<file path="src/rtl/mispredict_redirect_if.sv">
// rtl/mispredict_redirect_if.sv - selected-branch input and redirect/flush output bundle
interface mispredict_redirect_if;
   logic [75:0] IN_branch;
   logic        IN_robFlush;
   logic        OUT_redirValid;
   logic [31:0] OUT_redirPC;
   logic [15:0] OUT_redirHistory;
   logic [4:0]  OUT_redirFetchID;
   logic        OUT_redirRetStack;
   logic        OUT_mispredFlush;
   logic [6:0]  OUT_flushSqN;
   logic [6:0]  OUT_flushLoadSqN;
   logic [6:0]  OUT_flushStoreSqN;

   modport master (
      output IN_branch, IN_robFlush,
      input  OUT_redirValid, OUT_redirPC, OUT_redirHistory, OUT_redirFetchID,
             OUT_redirRetStack, OUT_mispredFlush, OUT_flushSqN, OUT_flushLoadSqN,
             OUT_flushStoreSqN
   );

   modport slave (
      input  IN_branch, IN_robFlush,
      output OUT_redirValid, OUT_redirPC, OUT_redirHistory, OUT_redirFetchID,
             OUT_redirRetStack, OUT_mispredFlush, OUT_flushSqN, OUT_flushLoadSqN,
             OUT_flushStoreSqN
   );
endinterface

</file>
<file path="src/rtl/mispredict_redirect.sv">
// rtl/mispredict_redirect.sv - registers the oldest mispredict, redirects fetch, holds flush window
module mispredict_redirect #(
   parameter int FLUSH_CYCLES = 3
) (
   input logic               clk,
   input logic               rst,
   mispredict_redirect_if.slave bus
);
   typedef enum logic {IDLE = 1'b0, FLUSH = 1'b1} state_t;

   localparam logic [3:0] CNT_RELOAD = 4'(FLUSH_CYCLES - 1);

   state_t      state, state_d;
   logic [3:0]  cnt, cnt_d;
   logic        capture;
   logic        br_older;
   logic [6:0]  age_diff;

   logic        redir_q;
   logic [31:0] pc_q;
   logic [15:0] hist_q;
   logic [4:0]  fid_q;
   logic        ret_q;
   logic [6:0]  sqn_q;
   logic [6:0]  lsqn_q;
   logic [6:0]  ssqn_q;

   logic        br_valid;
   logic [31:0] br_pc;
   logic [6:0]  br_sqn;
   logic [6:0]  br_lsqn;
   logic [6:0]  br_ssqn;
   logic        br_ret;
   logic [4:0]  br_fid;
   logic [15:0] br_hist;

   assign br_pc    = bus.IN_branch[75:44];
   assign br_sqn   = bus.IN_branch[43:37];
   assign br_lsqn  = bus.IN_branch[36:30];
   assign br_ssqn  = bus.IN_branch[29:23];
   assign br_ret   = bus.IN_branch[22];
   assign br_fid   = bus.IN_branch[21:17];
   assign br_hist  = bus.IN_branch[16:1];
   assign br_valid = bus.IN_branch[0];

   // State and window counter; a ROB flush or reset drops back to IDLE at once
   always_ff @(posedge clk or posedge rst) begin
      if (rst) begin
         state   <= IDLE;
         cnt     <= 4'd0;
         redir_q <= 1'b0;
      end else begin
         state   <= state_d;
         cnt     <= cnt_d;
         redir_q <= capture;
      end
   end

   // Captured branch fields; held while idle so consumers can qualify with the strobes
   always_ff @(posedge clk or posedge rst) begin
      if (rst) begin
         pc_q   <= 32'd0;
         hist_q <= 16'd0;
         fid_q  <= 5'd0;
         ret_q  <= 1'b0;
         sqn_q  <= 7'd0;
         lsqn_q <= 7'd0;
         ssqn_q <= 7'd0;
      end else if (capture) begin
         pc_q   <= br_pc;
         hist_q <= br_hist;
         fid_q  <= br_fid;
         ret_q  <= br_ret;
         sqn_q  <= br_sqn;
         lsqn_q <= br_lsqn;
         ssqn_q <= br_ssqn;
      end
   end

   // Next state: capture when idle or when the branch is older (wrap-safe) than the one in flight
   always_comb begin
      age_diff = br_sqn - sqn_q;
      br_older = age_diff[6];
      capture  = br_valid && !bus.IN_robFlush && ((state == IDLE) || br_older);
      state_d  = state;
      cnt_d    = cnt;
      if (bus.IN_robFlush) begin
         state_d = IDLE;
      end else if (capture) begin
         state_d = FLUSH;
         cnt_d   = CNT_RELOAD;
      end else if (state == FLUSH) begin
         if (cnt == 4'd0) begin
            state_d = IDLE;
         end else begin
            cnt_d = cnt - 4'd1;
         end
      end
   end

   // Outputs come straight from registers
   always_comb begin
      bus.OUT_redirValid    = redir_q;
      bus.OUT_redirPC       = pc_q;
      bus.OUT_redirHistory  = hist_q;
      bus.OUT_redirFetchID  = fid_q;
      bus.OUT_redirRetStack = ret_q;
      bus.OUT_mispredFlush  = (state == FLUSH);
      bus.OUT_flushSqN      = sqn_q;
      bus.OUT_flushLoadSqN  = lsqn_q;
      bus.OUT_flushStoreSqN = ssqn_q;
   end
endmodule

</file>
<file path="src/flat_wrapper.sv">
// flat-port wrapper written by rule: the top's interface ports become plain ports
module mispredict_redirect_flat 
#(
   parameter int FLUSH_CYCLES = 3
)
  (clk, rst, bus_IN_branch, bus_IN_robFlush, bus_OUT_redirValid, bus_OUT_redirPC, bus_OUT_redirHistory, bus_OUT_redirFetchID, bus_OUT_redirRetStack, bus_OUT_mispredFlush, bus_OUT_flushSqN, bus_OUT_flushLoadSqN, bus_OUT_flushStoreSqN);
  mispredict_redirect_if bus_i ();
  input logic clk;
  input logic rst;
  input wire logic [$bits(bus_i.IN_branch)-1:0] bus_IN_branch;
  input wire logic [$bits(bus_i.IN_robFlush)-1:0] bus_IN_robFlush;
  output wire logic [$bits(bus_i.OUT_redirValid)-1:0] bus_OUT_redirValid;
  output wire logic [$bits(bus_i.OUT_redirPC)-1:0] bus_OUT_redirPC;
  output wire logic [$bits(bus_i.OUT_redirHistory)-1:0] bus_OUT_redirHistory;
  output wire logic [$bits(bus_i.OUT_redirFetchID)-1:0] bus_OUT_redirFetchID;
  output wire logic [$bits(bus_i.OUT_redirRetStack)-1:0] bus_OUT_redirRetStack;
  output wire logic [$bits(bus_i.OUT_mispredFlush)-1:0] bus_OUT_mispredFlush;
  output wire logic [$bits(bus_i.OUT_flushSqN)-1:0] bus_OUT_flushSqN;
  output wire logic [$bits(bus_i.OUT_flushLoadSqN)-1:0] bus_OUT_flushLoadSqN;
  output wire logic [$bits(bus_i.OUT_flushStoreSqN)-1:0] bus_OUT_flushStoreSqN;
  assign bus_i.IN_branch = bus_IN_branch;
  assign bus_i.IN_robFlush = bus_IN_robFlush;
  assign bus_OUT_redirValid = bus_i.OUT_redirValid;
  assign bus_OUT_redirPC = bus_i.OUT_redirPC;
  assign bus_OUT_redirHistory = bus_i.OUT_redirHistory;
  assign bus_OUT_redirFetchID = bus_i.OUT_redirFetchID;
  assign bus_OUT_redirRetStack = bus_i.OUT_redirRetStack;
  assign bus_OUT_mispredFlush = bus_i.OUT_mispredFlush;
  assign bus_OUT_flushSqN = bus_i.OUT_flushSqN;
  assign bus_OUT_flushLoadSqN = bus_i.OUT_flushLoadSqN;
  assign bus_OUT_flushStoreSqN = bus_i.OUT_flushStoreSqN;
  mispredict_redirect #(.FLUSH_CYCLES(FLUSH_CYCLES)) u_core (.clk(clk), .rst(rst), .bus(bus_i));
endmodule
</file>
<file path="config.mk">
export PLATFORM = sky130hd
export DESIGN_NAME = mispredict_redirect_flat
export DESIGN_NICKNAME = d
export VERILOG_FILES = /design/src/rtl/mispredict_redirect_if.sv /design/src/rtl/mispredict_redirect.sv /design/src/flat_wrapper.sv
export SDC_FILE = /design/constraint.sdc
export NUM_CORES = 1
export LEC_CHECK = 0
export ABC_CLOCK_PERIOD_IN_PS = 6600
export CAP_MARGIN = 10
export CORE_ASPECT_RATIO = 0.9
export CORE_MARGIN = 4
export CORE_UTILIZATION = 40
export CTS_BUF_LIST = sky130_fd_sc_hd__clkbuf_4 sky130_fd_sc_hd__clkbuf_8 sky130_fd_sc_hd__clkbuf_16
export DETAILED_ROUTE_END_ITERATION = 10
export HOLD_SLACK_MARGIN = 0.03
export PLACE_DENSITY = 0.78
export SETUP_SLACK_MARGIN = 0.05
export SLEW_MARGIN = 20
export SYNTH_ARGS = -nofsm -noshare
export SYNTH_HDL_FRONTEND = slang
export SYNTH_SLANG_ARGS = --single-unit
</file>
<file path="constraint.sdc">
create_clock -name clk -period 6.6 [get_ports clk]
set_input_delay 1.98 -clock clk [delete_from_list [all_inputs] [get_ports clk]]
set_output_delay 1.98 -clock clk [all_outputs]
set_load 0.1 [all_outputs]
</file>
; ---- Word level (Yosys, flattened, before mapping)
; Index checks and enable logic that the tools add are counted.
[classes]
n_reduce_logical = 7
eq_ne = 1
n_addsub = 2
bitwise = 2
muxes = 7
[op_table]
columns = op, n
row1 = $mux 4, 3
row2 = $sub 7x7->7, 1
row3 = $logic_not 4->1, 1
row4 = $mux 1, 4
row5 = $sub 4x1->4 const B, 1
row6 = $reduce_and 3->1, 1
row7 = $logic_and 1x1->1, 2
row8 = $ne 2x1->1 const B, 1
row9 = $not 1->1, 2
row10 = $reduce_bool 2->1, 1
row11 = $logic_not 1->1, 1
row12 = $logic_or 1x1->1, 1
[word_totals]
ff_bits = 81
output_inout_bits = 77
input_bits = 79
wordCells = 29

; ---- Depth between registers and ports, before layout
[depth]
word_depth = 5
mapped_depth = 8
mapped_depth_nobuf = 7

; ---- Worst setup path after synthesis
; Ideal clock, no wire load.
[synth_timing]
path_kind = in2reg
startpoint = input port bus_IN_branch[42]
endpoint = register u_core.sqn_q[0], in the netlist u_core.bus.OUT_flushSqN[0]
path_buffers = 1
stages = 7
setup_ns = 0.126
t_required_ns = 6.474
setup_slack_ns = 2.616
t_arrival_ns = 3.859
cell_sequence = ha_1 -> a21oi_1 -> o21ai_0 -> a21o_1 -> a2111oi_4 -> buf_6 -> mux2_2
[synth_via]
elab_chain_cells = 3
[synth_rtl]
columns = item, line
row1 = "start, declared", flat_wrapper.sv:10  ; input wire logic [$bits(bus_i.IN_branch)-1:0] bus_IN_branch;
row2 = $sub 7x7->7, mispredict_redirect.sv:82  ; age_diff = br_sqn - sqn_q;
row3 = $logic_or 1x1->1, mispredict_redirect.sv:84  ; capture = br_valid && !bus.IN_robFlush && ((state == IDLE) || br_older);
row4 = $logic_and 1x1->1, mispredict_redirect.sv:84
row5 = "end signal, assigned", mispredict_redirect.sv:74  ; sqn_q <= br_sqn;
row6 = "end, declared", mispredict_redirect.sv:24  ; logic [6:0] sqn_q;
; No other way between the ends.
; A chain may end at the register's enable or synchronous reset.

; ---- Worst setup path in the final report
[layout_timing]
startpoint = input port bus_IN_branch[42]
endpoint = register u_core.hist_q[9], in the netlist u_core.bus.OUT_redirHistory[9]
[layout_via]
elab_chain_cells = 3
[layout_rtl]
columns = item, line
row1 = $sub 7x7->7, mispredict_redirect.sv:82
row2 = $logic_or 1x1->1, mispredict_redirect.sv:84
row3 = $logic_and 1x1->1, mispredict_redirect.sv:84
row4 = "end signal, assigned", mispredict_redirect.sv:71  ; hist_q <= br_hist;
row5 = "end, declared", mispredict_redirect.sv:21  ; logic [15:0] hist_q;
; No other way between the ends.

==> flow_summary.json <==
{
  "maxCapViolCount": 0,
  "cp-start-kind": "primary input",
  "setup_ws_ps": 1984,
  "io_pins": 156,
  "syn_inst": 220,
  "core_area_um2": 8068,
  "antenna_left": 0,
  "route.detailed.wl_per_inst_um": 15.23,
  "nets": 466,
  "hold_path.class": "reg2reg",
  "ys_types": 24,
  "crit_type": "in2reg",
  "die-area_um2": 9822,
  "final.setup.tns_ps": 0,
  "layout_common_cells": "clkdlybuf4s50_1, dfrtp_1, mux2_1",
  "end_kind": "flip-flop",
  "h-tree-depth": 3,
  "antenna_cells": 0,
  "die_h_um": 94.42,
  "finalMaxSlewViolations": 0,
  "cp_max_fo": 80,
  "use_met1_pct": 17.14,
  "antenna_found_initial": 0,
  "clock_skew_ps": 13.29,
  "clk_latency_ps": 330,
  "finalHoldViolations": 0,
  "syn-cell-area_um2": 3319,
  "fmax_mhz": 216.6,
  "drc": 0,
  "grt_util_all_layers_pct": 15.05,
  "place_congestion": 0.7268,
  "tightest_slew_ps": 998.2,
  "cts_setup_buffers": 0,
  "yosysWarnings": 0,
  "final_common_cell": "clkdlybuf4s50_1",
  "cts.sinks": 81,
  "rsz0062_at_grt": "no",
  "numCtsBuffers": 9,
  "port_buffers": 155,
  "path_clk_slew_ps": 70,
  "synth_seq_cells": 81,
  "grt.busiest_layer": "met2",
  "cts.path.max_buffers": 2,
  "drive_gt1_share_pct": 8.052,
  "wirelength_um": 7373,
  "ys_seq_area_share_pct": 61.06,
  "cts_resized": 0,
  "syn2layout_area_growth_pct": 53.83,
  "vias_per_cell": 4.746,
  "cts_tree": "built",
  "period_needed_ps": 4616,
  "arrival_ps": 4830,
  "grtUsageMet2_pct": 26.30,
  "hpwl_um": 5498,
  "drt_iter0_drc": 39,
  "synth_area_leaders": "dfrtp_1, mux2_1, mux2_2, buf_6, ha_1",
  "required_ps": 6810,
  "relSlewSlack_pct": 33.25,
  "grt_pass1_wl_um": 11830,
  "grt_max_degree": 81,
  "avgSynthCellArea_um2": 15.09,
  "netlist.area_leader.share_pct": 61.06,
  "start_util_pct": 41.14,
  "pre_cts_slack_ps": 1650,
  "setup_viol": 0,
  "overflow": 0,
  "grt_pass1_vias": 2421,
  "synth_top_area_cell": "dfrtp_1",
  "first_pass_iters": 4,
  "finalCritPeriodShare_pct": 69.94,
  "status": "finished clean",
  "placementRows": 31,
  "vias": 2297,
  "met3_usage_pct": 6.425,
  "syn-num-nets": 306,
  "die_width_um": 104.0,
  "holdBufCountCts": 0,
  "cts_root_buffer": "clkbuf_8"
}
==> worst max-delay path: stages <==
cell             delay [ps]
clkdlybuf4s50_1         430
ha_1                    300
nand2_1                  70
o21ai_0                 310
a211oi_1                150
a2111oi_4               320
buf_4                   820
mux2_2                  410
==> final cells by class <==
| class | instances | area (µm²) |
|---|---|---|
| clock buffers | 11 | 145.1 |
| clock inverters | 5 | 40.04 |
| fillers | 641 | 2962 |
| inverters | 13 | 50.05 |
| multi-input cells | 118 | 1154 |
| flip-flops and latches | 81 | 2027 |
| well taps | 99 | 123.9 |
| repair buffers | 157 | 1567 |
==> logic make-up (layout without fill, tap and decap cells) <==
group | Yosys count | count (layout) | share of synthesized area [%]
flip-flops | 81 | 81 | 61.06
multiplexers | 75 | 75 | 25.44
buffers and inverters | 21 | 186 | 4.184
AND/OR/NAND/NOR | 19 | 19 | 2.526
AO/OA/AOI/OAI | 16 | 16 | 3.883
adder cells (fa/ha/maj) | 7 | 7 | 2.638
XOR/XNOR | 1 | 1 | 0.2639
==> synthesized netlist by cell type <==
| cell type | n |
|---|---|
| or2_2 | 1 |
| mux2_1 | 65 |
| o22a_1 | 1 |
| xor2_1 | 1 |
| inv_1 | 13 |
| o21ai_0 | 2 |
| a21o_1 | 2 |
| nor3b_1 | 1 |
| o22ai_1 | 1 |
| nand2b_1 | 1 |
| nor2_1 | 6 |
| ha_1 | 7 |
| a21oi_1 | 4 |
| mux2_2 | 10 |
| a211o_1 | 1 |
| a2111oi_4 | 1 |
| nand2_1 | 8 |
| nand4_1 | 1 |
| buf_6 | 8 |
| o2111ai_1 | 1 |
| a2111oi_0 | 1 |
| a211oi_1 | 2 |
| dfrtp_1 | 81 |
| nor3_1 | 1 |
==> stage by stage <==
stage,instance area (µm²),instances,utilization [%],hold WS (ps)
2_1_floorplan,3319,220,-,481.7
3_3_place_gp,4921,468,61.00,465.8
4_1_cts,5106,484,63.29,492.3
3_5_place_dp,4921,468,61.00,473.8
6_report,5106,484,63.29,486.0
5_1_grt,5106,484,63.29,497.2
==> sequential cells by signal, indices dropped and copies added (netlist names) <==
register and cells:
u_core.bus.OUT_redirHistory 16, u_core.bus.OUT_flushLoadSqN 7, u_core.bus.OUT_flushStoreSqN 7, u_core.bus.OUT_flushSqN 7
u_core.cnt 4, u_core.bus.OUT_redirRetStack 1, u_core.bus.OUT_redirPC 32, u_core.bus.OUT_redirFetchID 5
u_core.bus.OUT_mispredFlush 1, u_core.bus.OUT_redirValid 1
==> routing by layer <==
metal  vias to the layer above  wire length, µm  share of wire [%]
met2                        83             3730                 51
met1                      1124             2958                 40
met4                         0               44               0.60
met3                         5              639                8.7
li1                       1085                -                  -
met5                         -                0                  0
==> path summary, 6_finish.rpt <==
path | from | endpoint | slack (ps) | cells past startpoint
min | u_core.bus.OUT_redirHistory[3] | u_core.bus.OUT_redirHistory[3] | 490 | 1
min in group asynchronous | rst | u_core.bus.OUT_redirHistory[5] | 2020 | 2
min reg2reg | u_core.bus.OUT_redirHistory[3] | u_core.bus.OUT_redirHistory[3] | 490 | 1
max in group asynchronous | rst | u_core.bus.OUT_redirFetchID[4] | 3590 | 3
max | bus_IN_branch[42] | u_core.bus.OUT_redirHistory[9] | 1980 | 8
max reg2reg | u_core.bus.OUT_flushSqN[5] | u_core.bus.OUT_redirHistory[9] | 3660 | 8
Power is not shown: default switching activity piles up to over one toggle a cycle in this logic, so the estimate is an artifact.
